**config.mk**
```make
export PLATFORM = sky130hd
export DESIGN_NAME = ponylink_serdes_bridge
export DESIGN_NICKNAME = d
export VERILOG_FILES = /design/src/rtl/ponylink_serdes_bridge.sv
export SDC_FILE = /design/constraint.sdc
export NUM_CORES = 1
export LEC_CHECK = 0
export CAP_MARGIN = 20
export CORE_MARGIN = 8
export CORE_UTILIZATION = 40
export DETAILED_ROUTE_END_ITERATION = 7
export PLACE_DENSITY_LB_ADDON = 0.1
export SYNTH_ARGS = -nofsm -noshare
export SYNTH_HDL_FRONTEND = slang
export SYNTH_SLANG_ARGS = --single-unit
```
**constraint.sdc**
```tcl
create_clock -name clk -period 5.1 [get_ports clk]
set_clock_uncertainty 0.2 [all_clocks]
set_input_delay 0.765 -clock clk [delete_from_list [all_inputs] [get_ports clk]]
set_output_delay 0.765 -clock clk [all_outputs]
set_load 0.05 [all_outputs]
```
**src/rtl/ponylink_serdes_bridge.sv**
```systemverilog
`default_nettype none
// ============================================================================
// Module   : ponylink_serdes_bridge
// Brief    : Connects the PonyLink lane interface to OSERDES/ISERDES primitives.
//            Provides a tristate hold window, echo-aligned readback and
//            collision detection.
// Revision : 1.0 - initial release
// ============================================================================
module ponylink_serdes_bridge #(
    parameter int PARBITS       = 4,
    parameter int TRISTATE_HOLD = 3,
    parameter int ECHO_DELAY    = 2,
    parameter int ECHO_MASK     = 0,
    parameter int IN_REVERSE    = 1,
    parameter int CW            = 8
) (
    input  logic               clk,
    input  logic               resetn,
    input  logic [PARBITS-1:0] serdes_out,
    input  logic [PARBITS-1:0] serdes_en,
    output logic [PARBITS-1:0] serdes_in,
    output logic [PARBITS-1:0] oserdes_d,
    output logic               oserdes_t,
    input  logic [PARBITS-1:0] iserdes_q,
    output logic               driving,
    output logic               collision,
    output logic [CW-1:0]      collision_count,
    input  logic               collision_clear
);
    localparam logic [3:0]    c_hold    = 4'(TRISTATE_HOLD);
    localparam logic [CW-1:0] c_cnt_max = {CW{1'b1}};

    logic                r_last;
    logic [3:0]          r_cnt;
    logic [PARBITS-1:0]  r_rx;
    logic [PARBITS-1:0]  r_echo_d [ECHO_DELAY];
    logic [ECHO_DELAY-1:0] r_echo_t;
    logic [PARBITS-1:0]  w_d;
    logic                w_carry;
    logic [PARBITS-1:0]  w_rx_map;
    logic [PARBITS-1:0]  w_echo_d;
    logic                w_echo_t;
    logic                w_coll;

    // Undriven lanes repeat the most recent driven bit, carried across cycles.
    always_comb begin
        w_d     = '0;
        w_carry = r_last;
        for (int i = 0; i < PARBITS; i++) begin
            if (serdes_en[i]) w_carry = serdes_out[i];
            w_d[i] = w_carry;
        end
    end

    always_ff @(posedge clk or negedge resetn) begin
        if (!resetn) begin
            r_last    <= 1'b0;
            oserdes_d <= '0;
            r_cnt     <= 4'd0;
        end else begin
            oserdes_d <= w_d;
            r_last    <= w_d[PARBITS-1];
            if (|serdes_en)
                r_cnt <= c_hold;
            else if (r_cnt != 4'd0)
                r_cnt <= r_cnt - 4'd1;
        end
    end

    assign oserdes_t = (r_cnt == 4'd0);
    assign driving   = ~oserdes_t;

    for (genvar i = 0; i < PARBITS; i++) begin : g_rx_map
        if (IN_REVERSE != 0) begin : g_rev
            assign w_rx_map[i] = iserdes_q[PARBITS-1-i];
        end else begin : g_fwd
            assign w_rx_map[i] = iserdes_q[i];
        end
    end

    // Transmit history lined up with the registered receive sample.
    always_ff @(posedge clk or negedge resetn) begin
        if (!resetn) begin
            r_rx     <= '0;
            r_echo_t <= '1;
            for (int j = 0; j < ECHO_DELAY; j++) r_echo_d[j] <= '0;
        end else begin
            r_rx        <= w_rx_map;
            r_echo_d[0] <= oserdes_d;
            r_echo_t[0] <= oserdes_t;
            for (int j = 1; j < ECHO_DELAY; j++) begin
                r_echo_d[j] <= r_echo_d[j-1];
                r_echo_t[j] <= r_echo_t[j-1];
            end
        end
    end

    assign w_echo_d = r_echo_d[ECHO_DELAY-1];
    assign w_echo_t = r_echo_t[ECHO_DELAY-1];
    assign w_coll   = ~w_echo_t && (r_rx != w_echo_d);

    always_ff @(posedge clk or negedge resetn) begin
        if (!resetn) begin
            collision       <= 1'b0;
            collision_count <= '0;
        end else begin
            collision <= w_coll;
            if (collision_clear)
                collision_count <= collision ? CW'(1) : '0;
            else if (collision && collision_count != c_cnt_max)
                collision_count <= collision_count + CW'(1);
        end
    end

    if (ECHO_MASK != 0) begin : g_mask
        assign serdes_in = w_echo_t ? r_rx : w_echo_d;
    end else begin : g_nomask
        assign serdes_in = r_rx;
    end

endmodule
`default_nettype wire

```
==> key figures, run 1 <==
GRT
  • Wire length of the first global-routing pass: 4278 um
  • Number of antenna violations at the first check in global routing: 0
  • GRT overflow: 0
  • Combined global-route utilization of all metal layers: 0.1052
  • Number of global-route vias before repair: 921
  • Maximum number of pins on one net before global-route repair: 32

Hold path
  • Hold path depth: 0
  • Path category of the worst min-delay check: reg -> reg
  • Worst Hold Path EP: w_echo_d[1]
  • Min-Delay Startpoint: r_echo_d[5]

Timing
  • Max-slew violations: 0
  • Setup repair after global routing missed its margin: false
  • Minimum period implied by the final worst setup slack: 3314 ps
  • Ratio of final minimum period to clock period: 0.6499
  • Final Hold Viols: 0
  • Worst relative slew slack: 0.6567
  • Finish-stage setup viols: 0
  • Accumulated negative setup slack: 0 ps
  • Least-Margin Pin Slew: 513.3 ps
  • Maximum clock frequency: 0.3017 GHz

Synth
  • Warning count from the yosys run: 0
  • Nets in the synthesized netlist: 124
  • Main synth FF type: sky130_fd_sc_hd__dfrtp_1
  • Synthesized instance count: 107
  • Number of flops mapped to enable cells by yosys: 0
  • Synthesized area divided by synthesized cell count: 12.15 um2
  • Sequential cell area fraction in the yosys report: 0.5987
  • Post-synthesis cell area: 0.001300 mm2
  • Count of distinct cell types in the synthesized netlist: 38
  • Async set-reset flop share out of synthesis: 1.000
  • Post-synthesis sequential element count: 31

Setup path
  • Critical path arrival: 2350 ps
  • Critical path start-end classification: reg -> out
  • Slowest cell delay on critical path: 800 ps
  • Cell with the largest stage delay on the worst path: sky130_fd_sc_hd__clkdlybuf4s50_1
  • Cell-by-cell trace of the critical path: inv_1 > ha_1 > or3b_1 > inv_2 > clkdlybuf4s50_1
  • Endpoint of the worst register-to-register path: collision_count[3]
  • Startpoint of the lowest-slack register-to-register path: collision_count[0]
  • Maximum fanout along the worst path: 5
  • Worst Setup Start Kind: register
  • Worst EP required: 4140 ps
  • Crit path capture type: primary output
  • Worst reg2reg setup slack: 3280 ps
  • Cells on worst reg2reg path: 4

Clocking
  • Number of hold buffers added after CTS: 0
  • Maximum level of the CTS H-tree: 2
  • Clk_lat worst skew: 320 ps
  • Max Buffers Root-to-Sink: 2
  • # resized after CTS: 0
  • Clock sink count: 31
  • Clock tree from TritonCTS: done
  • Clock-pin transition on the worst setup and hold timing paths: 90 ps
  • Inserted Clock Buffers: 5
  • Root Buffer: sky130_fd_sc_hd__clkbuf_4
  • Setup Fix Bufs, Post-CTS: 0

Detailed routing
  • Length of the first detailed-routing pass in iterations: 4
  • Via count of the routed design: 903
  • Vias per std cell: 4.855
  • Drt total wl: 2491 um
  • Mean routed wirelength per cell: 13.39 um
  • DRT iter0 DRCs: 29
  • Total DRC errors in the routed layout: 0
  • Routed Antenna Nets: 0

Floorplanning
  • Die extent in y: 73.01 um
  • Number of rows in the core area: 20
  • Chip width: 73.01 um
  • Initial Utilization: 0.4224
  • Overall die area: 0.005330 mm2
  • Number of top-level design ports: 34
  • Area of the placeable core: 0.003078 mm2

Finish
  • Share of post-route cells with drive strength above 1: 0.1127
  • Final core utilization: 0.5541
  • NumNets Final: 159
  • Layout overhead on the synthesized area: 31.18%
  • Antenna Cells: 0

Power and ir drop
  • P_leak: 0.7064 nW
  • Power density cells: 303.1 mW/mm2
  • Peak VDD IR: 0.1848 mV

Run
  • Count of max-cap constraint violations: 0

Placed design
  • Post-DP HPWL: 1856 um
  • Number of I/O port buffers: 33
  • Placer's final routability congestion estimate: 0.7780

Outcome
  • Outcome: finished, final reports clean
stage by stage:
| step | worst slack (ps) | power, mW | hold slack, ps | cells | cell area, um2 |
|---|---|---|---|---|---|
| after floorplan | 2795 | 0.3416 | 131.2 | 107 | 1300 |
| after global placement | 2192 | 0.3848 | 131.3 | 179 | 1649 |
| after detailed placement | 2132 | 0.3861 | 137.1 | 179 | 1649 |
| after CTS | 1763 | 0.5264 | 157.3 | 186 | 1705 |
| after global routing | 1669 | 0.5460 | 153.2 | 186 | 1705 |
| final | 1786 | 0.5169 | 153.9 | 186 | 1705 |
worst max-delay path by stage:
stage,start,end,depth (start not counted)
after CTS,r_cnt[0],oserdes_t,5
after detailed placement,r_cnt[0],oserdes_t,5
after floorplan,r_cnt[0],oserdes_t,5
after global placement,r_cnt[0],oserdes_t,5
after global routing,r_cnt[0],oserdes_t,5
final,r_cnt[0],oserdes_t,5
power by group:
part	total, mW	switching [mW]	leakage [nW]	internal (mW)
clock	0.137	0.0734	0.0341	0.0637
sequential	0.277	0.0148	0.367	0.262
combinational	0.103	0.0609	0.305	0.0420
total	0.517	0.149	0.706	0.368
cells in the final DEF (no fill, tap or decap), types with 2 or more instances in the layout:
master	Yosys	routed
sky130_fd_sc_hd__xnor2_1	7	7
sky130_fd_sc_hd__a211oi_1	2	2
sky130_fd_sc_hd__nand3_1	2	2
sky130_fd_sc_hd__inv_1	3	3
sky130_fd_sc_hd__nor3_1	2	2
sky130_fd_sc_hd__and3_1	2	2
sky130_fd_sc_hd__a31oi_1	2	2
sky130_fd_sc_hd__dfstp_2	2	2
sky130_fd_sc_hd__ha_1	2	2
sky130_fd_sc_hd__a21oi_1	7	7
sky130_fd_sc_hd__nand2b_1	4	4
sky130_fd_sc_hd__nand2_1	5	5
sky130_fd_sc_hd__a41oi_1	2	2
sky130_fd_sc_hd__clkbuf_4	0	5
sky130_fd_sc_hd__nor2_1	4	4
sky130_fd_sc_hd__a311oi_1	2	2
sky130_fd_sc_hd__nand4_1	2	2
sky130_fd_sc_hd__dfrtp_1	29	29
sky130_fd_sc_hd__and4_1	3	3
sky130_fd_sc_hd__clkdlybuf4s50_1	0	33
sky130_fd_sc_hd__nor2b_1	4	4
state kept, by name, summed over array words and instances (netlist names):
register         flops
collision            1
collision_count      8
oserdes_d            4
r_echo_t             2
serdes_in            4
r_echo_d             4
w_echo_d             4
r_cnt                4
cell usage after synthesis (2+ instances only):
cell	count	area [um2]
sky130_fd_sc_hd__nor3_1	2	10.01
sky130_fd_sc_hd__dfstp_2	2	52.55
sky130_fd_sc_hd__xnor2_1	7	61.31
sky130_fd_sc_hd__nand2b_1	4	25.02
sky130_fd_sc_hd__nand2_1	5	18.77
sky130_fd_sc_hd__inv_1	3	11.26
sky130_fd_sc_hd__and3_1	2	12.51
sky130_fd_sc_hd__a21oi_1	7	35.03
sky130_fd_sc_hd__nor2b_1	4	25.02
sky130_fd_sc_hd__and4_1	3	26.28
sky130_fd_sc_hd__buf_6	2	22.52
sky130_fd_sc_hd__a31oi_1	2	12.51
sky130_fd_sc_hd__nand4_1	2	12.51
sky130_fd_sc_hd__nor2_1	4	15.01
sky130_fd_sc_hd__ha_1	2	25.02
sky130_fd_sc_hd__nand3_1	2	10.01
sky130_fd_sc_hd__buf_2	2	10.01
sky130_fd_sc_hd__a41oi_1	2	17.52
sky130_fd_sc_hd__a211oi_1	2	15.01
sky130_fd_sc_hd__a311oi_1	2	17.52
sky130_fd_sc_hd__dfrtp_1	29	725.7
worst max-delay path, delay by kind of cell, from the launching register on:
family | cells | cell delay (ps)
flops | 1 | 390
buf+inv | 3 | 1000
fa+ha+maj | 1 | 190
simple gates | 1 | 440
cell families (layout without fill, tap and decap cells):
logic type,after synthesis,count (layout),share of synthesized area
adders and majority gates,2,2,0.01925
xor gates and xnor gates,7,7,0.04716
DFF,31,31,0.5987
and+or+nand+nor,33,33,0.1492
AOI/OAI and AO/OA,21,21,0.1126
muxes,3,3,0.02791
buffers and inverters,10,45,0.04523
cell type report:
| cell class | count | area, um2 |
|---|---|---|
| Inverter | 4 | 15.01 |
| Timing Repair Buffer | 34 | 337.8 |
| Tap cell | 44 | 55.05 |
| Clock inverter | 1 | 5.005 |
| Multi-Input combinational cell | 66 | 462.9 |
| Sequential cell | 31 | 778.2 |
| Clock buffer | 6 | 51.30 |
| Fill cell | 282 | 1373 |
routing by layer:
metal	up-vias	global-route usage	part of all wire
met3	2	0.06593	0.088
met2	27	0.1648	0.45
li1	451	-	-
met5	-	0	0
met1	423	0.1137	0.46
met4	0	0.03333	0.0040
Power figures use the tool's default switching activity.
==> run 2, diff against run 1 <==
clock period = 2.85 ns   (was 5.1 ns; I/O delays follow)
==> run 2 against run 1 <==
  * Wire length up 1.4%
  * Global-route usage up 0.071 points
  * Largest power group unchanged
  * Total power up 76%
  * Worst setup slack worse by 1400 ps
  * Hold slack better by 0.71 ps
  * Critical path depth down 1
  * Register-to-register slack worse by 2300 ps
  * Utilization down 0.20 points
  * Sequential share of layout area up 0.17 points
  * Final cell count up 0.54%
  * Combinational power up 79%
  * Count of clock-buffer cells in the layout up 1
==> key figures, run 2 (same netlist as run 1, synthesis figures left out) <==
Timing
  • Least-Margin Pin Slew: 512.9 ps (was 513.3 ps)
  • Worst relative slew slack: 0.6549 (was 0.6567)
  • Ratio of final minimum period to clock period: 0.8573
  • Maximum clock frequency: 0.4093 GHz
  • Final hold slack: 154.7 ps (was 153.9 ps)
  • Minimum period implied by the final worst setup slack: 2443 ps
  • Finish-stage setup viols: 0 (unchanged)
  • Max-slew violations: 0 (unchanged)
  • Final Hold Viols: 0 (unchanged)
  • Setup repair after global routing missed its margin: false (unchanged)
  • Accumulated negative setup slack: 0 ps (unchanged)

Floorplanning
  • Initial Utilization: 0.4224 (unchanged)
  • Overall die area: 0.005330 mm2 (unchanged)
  • Die extent in y: 73.01 um (unchanged)
  • Number of top-level design ports: 34 (unchanged)
  • Area of the placeable core: 0.003078 mm2 (unchanged)
  • Chip width: 73.01 um (unchanged)
  • Number of rows in the core area: 20 (unchanged)

Finish
  • Share of post-route cells with drive strength above 1: 0.1119 (was 0.1127)
  • Area taken by flip-flops and latches: 778.2 um2 (unchanged)
  • Non-Filler Instances: 187 (was 186)
  • Most common library cell in the layout ignoring fill and taps: sky130_fd_sc_hd__clkdlybuf4s50_1 (unchanged)
  • NumNets Final: 159 (unchanged)
  • Flip-flop count of the largest register after layout: 8 (unchanged)
  • Layout overhead on the synthesized area: 30.70% (was 31.18%)
  • Antenna Cells: 0 (unchanged)
  • Commonest cells after routing, fill and taps aside: sky130_fd_sc_hd__clkdlybuf4s50_1 (31), sky130_fd_sc_hd__dfrtp_1 (29), sky130_fd_sc_hd__xnor2_1 (7), sky130_fd_sc_hd__a21oi_1 (7) (was sky130_fd_sc_hd__clkdlybuf4s50_1 (33), sky130_fd_sc_hd__dfrtp_1 (29), sky130_fd_sc_hd__xnor2_1 (7), sky130_fd_sc_hd__a21oi_1 (7))
  • Number of fill cells in the layout: 290 (was 282)
  • Area used by multi-input combinational logic: 462.9 um2 (unchanged)
  • Most flop-heavy register: collision_count (unchanged)

Power and ir drop
  • Clk network pwr share: 0.253 (was 0.265)
  • Power share of the sequential group: 0.544 (was 0.536)
  • Switching fraction of total power: 0.2968 (was 0.2886)
  • Power density cells: 535.6 mW/mm2 (was 303.1 mW/mm2)
  • Net switching component of the power: 270.1 uW (was 149.2 uW)
  • Final Power: 910.1 uW (was 516.9 uW)
  • Fraction of power consumed by combinational cells: 0.203 (was 0.199)
  • Internal portion of total power: 640.0 uW (was 367.7 uW)
  • Peak VDD IR: 0.2697 mV (was 0.1848 mV)
  • P_leak: 0.7032 nW (was 0.7064 nW)

Setup path
  • Cell-by-cell trace of the critical path: inv_1 > ha_1 > or3b_1 > dlymetal6s2s_1 (was inv_1 > ha_1 > or3b_1 > inv_2 > clkdlybuf4s50_1)
  • Worst EP required: 2220 ps (was 4140 ps)
  • Crit path capture type: primary output (unchanged)
  • Critical path arrival: 1820 ps (was 2350 ps)
  • Startpoint of the lowest-slack register-to-register path: collision_count[0] (unchanged)
  • Cells on worst reg2reg path: 4 (unchanged)
  • Critical path start-end classification: reg -> out (unchanged)
  • Cell with the largest stage delay on the worst path: sky130_fd_sc_hd__or3b_1 (was sky130_fd_sc_hd__clkdlybuf4s50_1)
  • Endpoint of the worst register-to-register path: collision_count[3] (unchanged)
  • Worst Setup Start Kind: register (unchanged)
  • Maximum fanout along the worst path: 5 (unchanged)
  • Worst reg2reg setup slack: 1030 ps (was 3280 ps)
  • Slowest cell delay on critical path: 460 ps (was 800 ps)

Placed design
  • Cell total after placement: 179 (unchanged)
  • Number of I/O port buffers: 33 (unchanged)
  • Post-DP HPWL: 1863 um (was 1856 um)
  • Placer's final routability congestion estimate: 0.7960 (was 0.7780)

Clocking
  • Max Buffers Root-to-Sink: 2 (unchanged)
  • Number of hold buffers added after CTS: 0 (unchanged)
  • # resized after CTS: 0 (unchanged)
  • Clock tree from TritonCTS: done (unchanged)
  • Maximum level of the CTS H-tree: 2 (unchanged)
  • Clock sink count: 31 (unchanged)
  • Setup Fix Bufs, Post-CTS: 0 (unchanged)
  • Inserted Clock Buffers: 5 (unchanged)
  • Clock-pin transition on the worst setup and hold timing paths: 90 ps (about the same)
  • Root Buffer: sky130_fd_sc_hd__clkbuf_4 (unchanged)
  • Clk_lat worst skew: 310 ps (was 320 ps)

Detailed routing
  • Routed Antenna Nets: 0 (unchanged)
  • Length of the first detailed-routing pass in iterations: 4 (unchanged)
  • Mean routed wirelength per cell: 13.51 um (was 13.39 um)
  • Drt total wl: 2526 um (was 2491 um)
  • Vias per std cell: 5.027 (was 4.855)
  • Via count of the routed design: 940 (was 903)
  • Total DRC errors in the routed layout: 0 (unchanged)
  • DRT iter0 DRCs: 62 (was 29)

Hold path
  • Worst Hold Path EP: w_echo_d[0] (was w_echo_d[1])
  • Hold path depth: 0 (unchanged)
  • Min-Delay Startpoint: r_echo_d[4] (was r_echo_d[5])
  • Path category of the worst min-delay check: reg -> reg (unchanged)

GRT
  • Maximum number of pins on one net before global-route repair: 32 (unchanged)
  • Number of antenna violations at the first check in global routing: 0 (unchanged)
  • Wire length of the first global-routing pass: 4429 um (was 4278 um)
  • Number of global-route vias before repair: 954 (was 921)
  • GRT overflow: 0 (unchanged)
  • Combined global-route utilization of all metal layers: 0.1059 (was 0.1052)

Outcome
  • Outcome: finished, final reports clean (unchanged)

Run
  • Count of max-cap constraint violations: 0 (unchanged)
[run 2: cell count changes in the layout (fill, tap and decap cells not counted), sizes merged]
| cell | previous run | this run |
|---|---|---|
| clkdlybuf4s50 | 33 | 31 |
| buf | 1 | 2 |
| clkbuf | 6 | 7 |
| dlymetal6s2s | 0 | 1 |
[run 2: routing by layer]
layer	up-vias	GRT usage	share of wire
li1	450	-	-
met1	455	0.1271	0.44
met2	31	0.1579	0.48
met3	4	0.04396	0.064
met4	0	0.05333	0.013
met5	-	0	0
[run 2: power groups by stage]
stage	logic, mW	registers [mW]	clock network [mW]
final	0.184	0.495	0.230
after global routing	0.198	0.500	0.268
after CTS	0.188	0.496	0.240
after detailed placement	0.187	0.505	0
after global placement	0.185	0.503	0
after floorplan	0.0535	0.558	0
[run 2: worst max-delay path, delay by kind of cell (launching register included)]
kind	cells	cell delay (ps)
simple gates	1	460
fa+ha+maj	1	190
flops	1	400
buf+inv	2	450
[run 2: area by class of cell]
type / instances / share of cell area
well taps: 44 / 0.03240
clock inverters: 1 / 0.002946
multi-input cells: 66 / 0.2725
inverters: 4 / 0.008837
flip-flops and latches: 31 / 0.4580
repair buffers: 34 / 0.1988
clock buffers: 7 / 0.02651
[run 2: worst max-delay path by stage]
stage / start / end / slack [ps] / cells after the start
2_1_floorplan: r_cnt[0] / oserdes_t / 880 / 5
6_report: r_cnt[0] / driving / 410 / 4
4_1_cts: r_cnt[0] / driving / 20 / 4
3_3_place_gp: r_cnt[0] / driving / 450 / 4
3_5_place_dp: r_cnt[0] / driving / 380 / 4
5_1_grt: collision / collision / 340 / 1
[run 2: stage by stage]
stage | area (um2) | worst slack [ps] | utilization
global route | 1699 | 337.8 | 0.5520
CTS | 1697 | 16.79 | 0.5512
detailed placement | 1647 | 379.2 | 0.5350
finish | 1699 | 406.6 | 0.5520
global placement | 1647 | 452.2 | 0.5350
floorplan | 1300 | 882.0 | -
